**config.mk**
```make
export PLATFORM = sky130hd
export DESIGN_NAME = adder_16_arbiter
export DESIGN_NICKNAME = d
export VERILOG_FILES = /design/src/rtl/adder_16_arbiter.sv
export SDC_FILE = /design/constraint.sdc
export NUM_CORES = 1
export LEC_CHECK = 0
export ABC_AREA = 0
export CAP_MARGIN = 10
export CORE_UTILIZATION = 43
export CTS_CLUSTER_SIZE = 14
export DETAILED_ROUTE_END_ITERATION = 16
export PLACE_DENSITY = 0.88
export SYNTH_ARGS = -nofsm -noshare
export SYNTH_HDL_FRONTEND = slang
export SYNTH_SLANG_ARGS = --single-unit
```
**constraint.sdc**
```tcl
create_clock -name clk -period 10.61 [get_ports clk]
set_input_delay 1.5915 -clock clk [delete_from_list [all_inputs] [get_ports clk]]
set_output_delay 1.5915 -clock clk [all_outputs]
set_load 0.005 [all_outputs]
```
**src/rtl/adder_16_arbiter.sv**
```systemverilog
// adder_16_arbiter: round-robin sharing of a single adder_16 between NREQ
// valid/ready requesters. A requester can lock the adder across beats so
// the carry-out of each beat feeds the carry-in of the next (n x 16-bit add).
// Results land in a one-deep output slot tagged with the requester id.
module adder_16_arbiter #(
    parameter  int unsigned NREQ = 4,
    localparam int unsigned IDW  = $clog2(NREQ)
) (
    input  logic                 clk,
    input  logic                 rst_n,
    input  logic [NREQ-1:0]      req_valid,
    output logic [NREQ-1:0]      req_ready,
    input  logic [16*NREQ-1:0]   req_in1,
    input  logic [16*NREQ-1:0]   req_in2,
    input  logic [NREQ-1:0]      req_cin,
    input  logic [NREQ-1:0]      req_last,
    output logic                 rsp_valid,
    input  logic                 rsp_ready,
    output logic [IDW-1:0]       rsp_id,
    output logic [15:0]          rsp_sum,
    output logic                 rsp_cout,
    output logic                 rsp_last
);

    localparam int unsigned DW = 16;

    // Open: any requester may win the round-robin scan.
    // Locked: only the chain owner may be granted until its last beat.
    typedef enum logic {
        ST_OPEN   = 1'b0,
        ST_LOCKED = 1'b1
    } state_t;

    state_t          state_q, state_d;
    logic [IDW-1:0]  owner_q, owner_d;
    logic [IDW-1:0]  ptr_q, ptr_d;
    logic            carry_q, carry_d;

    logic            rsp_valid_d;
    logic [IDW-1:0]  rsp_id_d;
    logic [DW-1:0]   rsp_sum_d;
    logic            rsp_cout_d;
    logic            rsp_last_d;

    logic            slot_free;
    logic            gnt_any;
    logic [IDW-1:0]  gnt_id;
    int unsigned     scan_idx;

    logic [DW-1:0]   in1_arr [NREQ];
    logic [DW-1:0]   in2_arr [NREQ];
    logic [DW-1:0]   op_a;
    logic [DW-1:0]   op_b;
    logic            op_cin;
    logic [DW-1:0]   add_sum;
    logic            add_cout;

    // Unpack the flat operand buses into per-requester words.
    for (genvar g = 0; g < NREQ; g++) begin : g_unpack
        assign in1_arr[g] = req_in1[DW*g +: DW];
        assign in2_arr[g] = req_in2[DW*g +: DW];
    end

    // The slot can take a new beat if it is empty or being drained now.
    assign slot_free = !rsp_valid || rsp_ready;

    // Grant selection: owner only while locked, else first valid from ptr upward.
    always_comb begin
        gnt_any  = 1'b0;
        gnt_id   = '0;
        scan_idx = 0;
        if (rst_n && slot_free) begin
            if (state_q == ST_LOCKED) begin
                if (req_valid[owner_q]) begin
                    gnt_any = 1'b1;
                    gnt_id  = owner_q;
                end
            end else begin
                for (int unsigned k = 0; k < NREQ; k++) begin
                    scan_idx = 32'(ptr_q) + k;
                    if (scan_idx >= NREQ) begin
                        scan_idx = scan_idx - NREQ;
                    end
                    if (!gnt_any && req_valid[IDW'(scan_idx)]) begin
                        gnt_any = 1'b1;
                        gnt_id  = IDW'(scan_idx);
                    end
                end
            end
        end
    end

    // One-hot ready for the granted requester; combinational by design.
    always_comb begin
        req_ready = '0;
        if (gnt_any) begin
            req_ready[gnt_id] = 1'b1;
        end
    end

    // Adder operand mux; a locked chain continues from the stored carry.
    always_comb begin
        op_a   = in1_arr[gnt_id];
        op_b   = in2_arr[gnt_id];
        op_cin = (state_q == ST_LOCKED) ? carry_q : req_cin[gnt_id];
    end

    adder_16 u_adder (
        .in1  (op_a),
        .in2  (op_b),
        .cin  (op_cin),
        .sum  (add_sum),
        .cout (add_cout)
    );

    // Next-state: lock/pointer/carry updates and output slot load/drain.
    always_comb begin
        state_d     = state_q;
        owner_d     = owner_q;
        ptr_d       = ptr_q;
        carry_d     = carry_q;
        rsp_valid_d = rsp_valid && !rsp_ready;
        rsp_id_d    = rsp_id;
        rsp_sum_d   = rsp_sum;
        rsp_cout_d  = rsp_cout;
        rsp_last_d  = rsp_last;

        if (gnt_any) begin
            rsp_valid_d = 1'b1;
            rsp_id_d    = gnt_id;
            rsp_sum_d   = add_sum;
            rsp_cout_d  = add_cout;
            rsp_last_d  = req_last[gnt_id];
            carry_d     = add_cout;
            if (req_last[gnt_id]) begin
                state_d = ST_OPEN;
                ptr_d   = (gnt_id == IDW'(NREQ - 1)) ? '0 : gnt_id + IDW'(1);
            end else begin
                state_d = ST_LOCKED;
                owner_d = gnt_id;
            end
        end
    end

    // State and output registers.
    always_ff @(posedge clk or negedge rst_n) begin
        if (!rst_n) begin
            state_q   <= ST_OPEN;
            owner_q   <= '0;
            ptr_q     <= '0;
            carry_q   <= 1'b0;
            rsp_valid <= 1'b0;
            rsp_id    <= '0;
            rsp_sum   <= '0;
            rsp_cout  <= 1'b0;
            rsp_last  <= 1'b0;
        end else begin
            state_q   <= state_d;
            owner_q   <= owner_d;
            ptr_q     <= ptr_d;
            carry_q   <= carry_d;
            rsp_valid <= rsp_valid_d;
            rsp_id    <= rsp_id_d;
            rsp_sum   <= rsp_sum_d;
            rsp_cout  <= rsp_cout_d;
            rsp_last  <= rsp_last_d;
        end
    end

endmodule

// adder_16: plain 16-bit binary adder with carry in/out.
module adder_16 (
    input  logic [15:0] in1,
    input  logic [15:0] in2,
    input  logic        cin,
    output logic [15:0] sum,
    output logic        cout
);

    // Unsigned add, no saturation.
    assign {cout, sum} = 17'(in1) + 17'(in2) + 17'(cin);

endmodule

```
==> results.yml, run 1 <==
run_status:
  outcome: "finished, final reports clean"
sta:
  finalHoldViolCount: 0
  period_minus_slack_ns: 6.37
  rsz0062_at_grt: "false"
  tightest_slew_ns: 0.638
  max_freq_mhz: 157
  slew_viol_final: 0
  clock_skew_ns: 0.00335
  setup-violations-final: 0
  setup_tns_ns: 0
  fin_crit_sh_pct: 60.0
  fin_ws_ns: 4.24
  slew_headroom_pct: 57.5
detailed_routing:
  drt-total-wl_um: 9860
  viasPerCell: 5.36
  remaining_drc_errors: 0
  initialDrtViolationCount: 183
  num_vias: 3658
  wl_per_cell_um: 14.4
  drt-pass1-iter-count: 4
  antenna_left: 0
power:
  power.density_nw_per_um2: 211
  ir_worst_vdd_v: 0.000102
  leakage_nw: 2.07
clock_tree:
  clock-sinks: 26
  cts_tree: "yes"
  clk_pin_slew_ns: 0.09
  clock_latency_ns: 0.27
  postCtsHoldBufs: 0
  clock-root-buffer: "clkbuf_8"
  htree_levels: 1
  cts_setup_buffers: 0
  cts_made_buffers: 3
  ctsResizeCount: 0
  cts_buffer_depth: 2
placement:
  dp_hpwl_um: 7900
  gp_congestion: 0.815
  io_buffers: 167
  dp_slack_ns: 4.02
cells_and_area:
  layout_common_cells: "clkdlybuf4s50_1 (167), nand2_1 (147), o21ai_0 (29)"
  final.fill_count: 522
  layout_commonest_cell: "clkdlybuf4s50_1"
  final_nets: 752
  layout-area-overhead-vs-synth_pct: 59.4
  drive_above_1_share_pct: 3.92
  final_util_pct: 70.8
  n_antenna_cell: 0
synth:
  syn-num-nets: 601
  ys_seq_area_share_pct: 21.6
  yosysWarnings: 0
  yosysUniqueCellTypes: 46
  netlist_area_um2: 3020
  ys.flop_type: "dfrtp_1"
  ys_async_sr_fraction_pct: 100
  synth_seq_cells: 26
  synthCells: 437
  avgSynthCellArea_um2: 6.90
  synth_edf_count: 0
critical_path:
  worstRegToRegCells: 17
  cp-end-kind: "output port"
  worst-r2r-setup-slack_ns: 5.83
  rr_startpoint: "owner_q[1]"
  crit_type: "primary input to output port"
  critPathMaxFanout: 37
  required_ns: 9.02
  r2r-end: "rsp_sum[14]"
  start_kind: "primary input"
  cp.arrival_ns: 4.77
floorplanning:
  core_um2: 6790
  fp.dieW_um: 85.8
  fp.dieH_um: 85.8
  initial_core_util_pct: 44.4
  fp.dieArea_um2: 7350
  num_rows: 30
  io_pins: 168
min_path:
  min_to: "rsp_sum[9]"
  hold_start: "rsp_sum[9]"
  hold_path_depth: 2
  hold_class: "flip-flop to flip-flop"
grt:
  grt_pass1_vias: 3557
  grt_use_total_pct: 26.9
  grt_pass1_wl_um: 15900
  antenna_found_initial: 0
  grt_max_degree: 67
  grt-ovfl-total: 0
flow_run:
  maxCapViolations: 0
## synth_stat cells (2+ instances only)
master	count	area, um2
a211oi_2	2	25.0
a21o_1	2	15.0
a21oi_1	15	75.1
a31oi_1	28	175
and3_1	28	175
buf_1	3	11.3
buf_2	12	60.1
clkbuf_1	11	41.3
dfrtp_1	26	651
fa_1	2	40.0
ha_1	19	238
inv_1	10	37.5
inv_2	2	7.51
mux2_1	2	22.5
mux2_2	4	45.0
mux2i_1	10	100
nand2_1	147	552
nand2b_1	6	37.5
nand3_1	4	20.0
nor2_1	25	93.8
nor2b_1	7	43.8
nor3_1	3	15.0
o2111a_1	2	22.5
o21a_1	5	37.5
o21ai_0	29	145
o31a_1	2	17.5
xnor2_1	6	52.6
xor2_1	7	61.3
## cells by family after synthesis
family / synth area share (%)
fa+ha+maj: 9.21
xor+xnor: 3.77
flops: 21.6
compound gates: 21.4
buf+inv: 5.23
mux: 6.06
simple gates: 32.8
## per-stage QoR
step	total power, mW	hold WS (ns)	area, um2	std cells
after floorplan	0.666	0.471	3020	437
after global placement	0.899	0.462	4740	679
after detailed placement	0.925	0.466	4740	679
after CTS	1.01	0.495	4810	683
after global routing	1.10	0.511	4810	683
final	1.01	0.484	4810	683
## registers in the layout (all words and copies together), names as in the netlist
register,cells
carry_q,1
owner_q,2
ptr_q,2
rsp_id,2
rsp_last,1
rsp_sum,16
rsp_valid,1
state_q,1
## layout make-up
cell class	count	area [um2]	area share, %
repair buffers	172	1710	35.5
well taps	96	120	2.50
clock inverters	1	30.0	0.624
flip-flops and latches	26	651	13.5
clock buffers	3	41.3	0.858
inverters	12	45.0	0.937
multi-input cells	373	2210	46.0
## power breakdown
part	switching (mW)	total [mW]	internal (mW)
Combinational	0.387	0.745	0.358
Sequential	0.0397	0.186	0.147
Clock	0.0313	0.0818	0.0505
## how the worst max path moves through the flow
stage / from / endpoint / slack [ns]
2_1_floorplan: req_valid[2] / rsp_sum[14] / 5.53
3_3_place_gp: rst_n / carry_q / 4.24
3_5_place_dp: rst_n / rsp_sum[14] / 4.02
4_1_cts: rst_n / req_ready[1] / 4.23
5_1_grt: rst_n / rsp_sum[14] / 3.86
6_report: rst_n / req_ready[0] / 4.24
## critical path, cell delays in order
cell	delay [ns]
clkdlybuf4s50_1	0.46
buf_4	0.33
nand2_1	0.25
or3_1	0.47
o31ai_4	0.07
buf_4	0.39
inv_2	0.33
ha_1	0.30
inv_1	0.05
nor2_1	0.04
clkdlybuf4s50_1	0.45
## per-layer routing
| metal | GRT usage (%) | part of all wire [%] |
|---|---|---|
| met5 | 0 | 0 |
| met4 | 9.55 | 2.4 |
| met3 | 3.85 | 6.7 |
| met1 | 31.9 | 42 |
| met2 | 49.4 | 49 |
Power figures use the tool's default switching activity.
==> run 2, diff against run 1 <==
--- a/config.mk
+++ b/config.mk
@@ -7,10 +7,10 @@
 export LEC_CHECK = 0
 export ABC_AREA = 0
 export CAP_MARGIN = 10
-export CORE_UTILIZATION = 43
+export CORE_UTILIZATION = 36
 export CTS_CLUSTER_SIZE = 14
 export DETAILED_ROUTE_END_ITERATION = 16
-export PLACE_DENSITY = 0.88
+export PLACE_DENSITY = 0.79
 export SYNTH_ARGS = -nofsm -noshare
 export SYNTH_HDL_FRONTEND = slang
 export SYNTH_SLANG_ARGS = --single-unit
==> constraint.sdc (replaced) <==
create_clock -name clk -period 5.14 [get_ports clk]
set_input_delay 0.771 -clock clk [delete_from_list [all_inputs] [get_ports clk]]
set_output_delay 0.771 -clock clk [all_outputs]
set_load 0.005 [all_outputs]
==> run 2 against run 1 <==
Worst setup slack worse by 3.8 ns. Hold slack worse by 0.00051 ns. Wire length is 0.68% higher. Sequential power grew 100%. Clock power up 43%. Sequential share of layout area down 0.16 points. Sequential cell count stayed put.
==> results.yml, run 2 (synthesis results as in run 1) <==
run_status:
  outcome: "finished, final reports clean"
floorplanning:
  core_um2: 8180
  num_rows: 33
  fp.dieW_um: 93.5
  io_pins: 168
  initial_core_util_pct: 36.9
  fp.dieArea_um2: 8750
  fp.dieH_um: 93.5
cells_and_area:
  final.fill_count: 737
  largest_register_ffs: 16
  largest_register: "rsp_sum"
  layout_common_cells: "clkdlybuf4s50_1 (167), nand2_1 (147), o21ai_0 (29)"
  n_antenna_cell: 0
  layout-area-overhead-vs-synth_pct: 61.4
  drive_above_1_share_pct: 4.74
  final_nets: 757
  layout_commonest_cell: "clkdlybuf4s50_1"
placement:
  io_buffers: 167
  gp_congestion: 0.889
  dp_hpwl_um: 8170
grt:
  grt_use_total_pct: 22.7
  grt-ovfl-total: 0
  grt_pass1_vias: 3442
  antenna_found_initial: 0
  grt_pass1_wl_um: 16000
  grt_max_degree: 47
detailed_routing:
  wl_per_cell_um: 14.3
  drt-total-wl_um: 9930
  initialDrtViolationCount: 136
  num_vias: 3608
  remaining_drc_errors: 0
  drt-pass1-iter-count: 5
  viasPerCell: 5.18
  antenna_left: 0
clock_tree:
  clk_pin_slew_ns: 0.09
  cts_buffer_depth: 2
  clock-root-buffer: "clkbuf_8"
  clock-sinks: 26
  clock_latency_ns: 0.27
  htree_levels: 1
  cts_made_buffers: 3
  cts_tree: "yes"
min_path:
  hold_class: "flip-flop to flip-flop"
critical_path:
  cp-end-kind: "flip-flop"
  required_ns: 5.34
  crit_type: "primary input to flip-flop"
  cp.arrival_ns: 4.87
  critPathMaxFanout: 13
  start_kind: "primary input"
sta:
  slew_viol_final: 0
  period_minus_slack_ns: 4.68
  rsz0062_at_grt: "false"
  finalHoldViolCount: 0
  fin_crit_sh_pct: 91.0
  max_freq_mhz: 214
  tightest_slew_ns: 0.368
  clock_skew_ns: 0.00364
  slew_headroom_pct: 75.2
  whs_ns: 0.484
  setup-violations-final: 0
  setup_tns_ns: 0
power:
  leakage_nw: 2.10
  finalPower_mw: 2.06
  power.density_nw_per_um2: 423
  ir_worst_vdd_v: 0.000156
flow_run:
  maxCapViolations: 0
run 2: cell type report:
type | count | area (um2) | share of cell area, %
Multi-Input combinational cell | 373 | 2230 | 45.8
Timing Repair Buffer | 177 | 1770 | 36.4
Sequential cell | 26 | 651 | 13.4
Inverter | 12 | 45.0 | 0.925
Clock buffer | 3 | 41.3 | 0.848
Tap cell | 105 | 131 | 2.70
run 2: final timing paths:
path | startpoint | end | slack (ns) | cells after the start
min in group asynchronous | rst_n | rsp_valid | 0.91 | 2
worst max-delay path | req_valid[0] | rsp_sum[14] | 0.46 | 18
worst min-delay path | rsp_last | rsp_last | 0.48 | 1
worst min register to register | rsp_last | rsp_last | 0.48 | 1
max in group asynchronous | rst_n | rsp_sum[8] | 3.97 | 2
worst max register to register | owner_q[1] | rsp_sum[14] | 1.08 | 16
run 2: metrics by stage:
step                utilization (%)  std cells  cell area [um2]  setup slack (ns)
CTS                            59.4        696             4850             0.375
finish                         59.6        696             4870             0.464
global route                   59.6        696             4870            0.0981
global placement               58.9        693             4810             0.347
floorplan                         -        437             3020             0.881
detailed placement             58.9        693             4810             0.133
run 2: metal layers:
layer	part of all wire, %	wire (um)	global-route usage [%]
met1	45	4420	30.1
met2	47	4710	39.3
met3	6.5	641	2.11
met4	1.6	161	6.03
met5	0	0	0
run 2: repair_timing:
item,in CTS,in global routing
endpoints found under the setup margin,0,2
endpoints found under the hold margin,0,0
hold buffers,0,0
gates resized for setup,0,3
buffers inserted,0,0
run 2: worst max-delay path, stage by stage:
cell and delay (ns):
clkdlybuf4s50_1 0.59, nor2b_1 0.24, nor4b_2 0.10, a311oi_4 0.38
nor2_4 0.08, inv_2 0.23, nor2_1 0.09, nor2_1 0.12
o21ai_0 0.13, fa_1 0.49, fa_1 0.41, nor2b_1 0.16
o31a_1 0.19, o311ai_1 0.12, o311ai_1 0.33, a21oi_1 0.14
xor2_1 0.15, o21ai_0 0.15
run 2: power by group:
group          leakage [nW]  switching (mW)  internal [mW]
Clock                0.0216          0.0644         0.0526
Sequential            0.319          0.0743          0.302
Combinational          1.75           0.802          0.764
==> run 3, diff against run 2 <==
--- a/config.mk
+++ b/config.mk
@@ -7,6 +7,7 @@
 export LEC_CHECK = 0
 export ABC_AREA = 0
 export CAP_MARGIN = 10
+export CORE_MARGIN = 5
 export CORE_UTILIZATION = 36
 export CTS_CLUSTER_SIZE = 14
 export DETAILED_ROUTE_END_ITERATION = 16
==> constraint.sdc (replaced) <==
create_clock -name clk -period 3.9 [get_ports clk]
set_input_delay 0.585 -clock clk [delete_from_list [all_inputs] [get_ports clk]]
set_output_delay 0.585 -clock clk [all_outputs]
set_load 0.005 [all_outputs]
==> run 3 against run 2 <==
The flow now finishes with violations (setup timing). Core utilization grew 12 points. Wire length up 42%. Clock power up 56%. Largest cell class is now non-clock buffers. Highest routed layer unchanged.
==> results.yml, run 3 (synthesis results as in run 1) <==
run_status:
  outcome: "complete, but fails checks"
  violations: "setup timing"
power:
  finalPower_mw: 3.65
  power_frac_comb_pct: 81.1
  intPower_mw: 2.05
  power.density_nw_per_um2: 625
  ir_worst_vdd_v: 0.000292
  p_switching_mw: 1.60
  switching_share_pct: 43.9
  power_frac_clock_pct: 5.0
  leakage_nw: 2.61
  power.share.sequential_pct: 13.9
floorplanning:
  fp.dieArea_um2: 10300
  initial_core_util_pct: 36.9
  num_rows: 33
  core_um2: 8180
  io_pins: 168
  fp.dieW_um: 102
  fp.dieH_um: 102
sta:
  slew_headroom_pct: 63.7
  slew_viol_final: 0
  max_freq_mhz: 254
  fin_crit_sh_pct: 101
  rsz0062_at_grt: "true"
  tightest_slew_ns: 0.544
  setup_tns_ns: -0.0328
  fin_ws_ns: -0.0328
  clock_skew_ns: 0.00192
  finalHoldViolCount: 0
  setup-violations-final: 1
  period_minus_slack_ns: 3.93
clock_tree:
  cts_tree: "yes"
  clock_latency_ns: 0.28
  cts_buffer_depth: 2
  clock-sinks: 26
  htree_levels: 1
  cts_made_buffers: 3
  clk_pin_slew_ns: 0.10
  clock-root-buffer: "clkbuf_8"
detailed_routing:
  wl_per_cell_um: 18.1
  drt-pass1-iter-count: 5
  num_vias: 4205
  viasPerCell: 5.38
  antenna_left: 0
  initialDrtViolationCount: 191
  drt-total-wl_um: 14100
  remaining_drc_errors: 0
cells_and_area:
  largest_register: "rsp_sum"
  final_nets: 841
  layout-area-overhead-vs-synth_pct: 93.9
  final_util_pct: 71.5
  layout_commonest_cell: "clkdlybuf4s50_1"
  layout_common_cells: "clkdlybuf4s50_1 (162), nand2_1 (143), buf_4 (70)"
  n_antenna_cell: 0
  stdcell_count: 781
  drive_above_1_share_pct: 22.9
  largest_register_ffs: 16
grt:
  grt_pass1_vias: 4372
  grt_pass1_wl_um: 20500
  grt-ovfl-total: 0
  antenna_found_initial: 0
  grt_max_degree: 42
  grt_use_total_pct: 24.8
placement:
  place_inst: 746
  gp_congestion: 0.918
  io_buffers: 167
  dp_hpwl_um: 10100
  dp_slack_ns: -0.747
min_path:
  hold_class: "flip-flop to flip-flop"
critical_path:
  required_ns: 4.06
  cp.arrival_ns: 4.10
  cp-end-kind: "flip-flop"
  critPathMaxFanout: 6
  start_kind: "flip-flop"
  crit_type: "flip-flop to flip-flop"
flow_run:
  maxCapViolations: 0
run 3: path summary, 6_finish.rpt:
path,to,start,slack [ns],cells past startpoint
setup / recovery,rsp_sum[14],owner_q[1],-0.03,19
hold / removal,rsp_sum[9],rsp_sum[9],0.49,2
setup reg to reg,rsp_sum[14],owner_q[1],-0.03,19
hold reg to reg,rsp_sum[9],rsp_sum[9],0.49,2
max in group asynchronous,rsp_sum[6],rst_n,2.73,3
min in group asynchronous,owner_q[1],rst_n,0.90,3
run 3: cell type report:
type	instances	area, um2
Fill cell	607	2330
Tap cell	105	131
Timing Repair Buffer	261	2490
Sequential cell	26	651
Multi-Input combinational cell	373	2460
Inverter	12	55.1
Clock buffer	4	55.1
run 3: critical path: stages, from the launching register on:
cell      delay, ns
dfrtp_1        0.42
mux2_4         0.33
a311oi_4       0.37
nor2_4         0.07
buf_6          0.15
inv_8          0.08
buf_6          0.11
nor2_4         0.04
nor2_2         0.12
o21ai_2        0.09
fa_2           0.40
fa_2           0.36
nor2b_2        0.13
o31a_1         0.20
o311ai_4       0.12
o311ai_2       0.35
a21oi_2        0.12
buf_4          0.15
xor2_1         0.14
o21ai_1        0.07
run 3: power by group through the flow:
stage | Sequential [mW] | Combinational (mW) | Clock, mW
after floorplan | 0.482 | 1.34 | 0
after global placement | 0.488 | 2.42 | 0
after CTS | 0.489 | 2.73 | 0.182
final | 0.507 | 2.96 | 0.183
after global routing | 0.519 | 3.21 | 0.194
after detailed placement | 0.491 | 2.48 | 0
run 3: layer usage:
layer	routed length, um	vias up	GRT usage (%)
met4	509	0	11.2
li1	-	1986	-
met5	0	-	0
met1	5490	1963	28.7
met2	6950	218	44.0
met3	1160	38	4.96
run 3: what timing repair did:
action                                  4_1_cts  5_1_grt
endpoints found under the setup margin       11        9
gates resized for setup                      64       43
pin swaps                                    22       19
setup buffers                                22       10
hold buffers                                  0        0
run 3: stage by stage:
stage                     hold slack [ns]  area, um2
after CTS                           0.489       5650
final                               0.491       5850
after global placement              0.461       5210
after global routing                0.537       5850
after detailed placement            0.468       5210
after floorplan                     0.289       3020
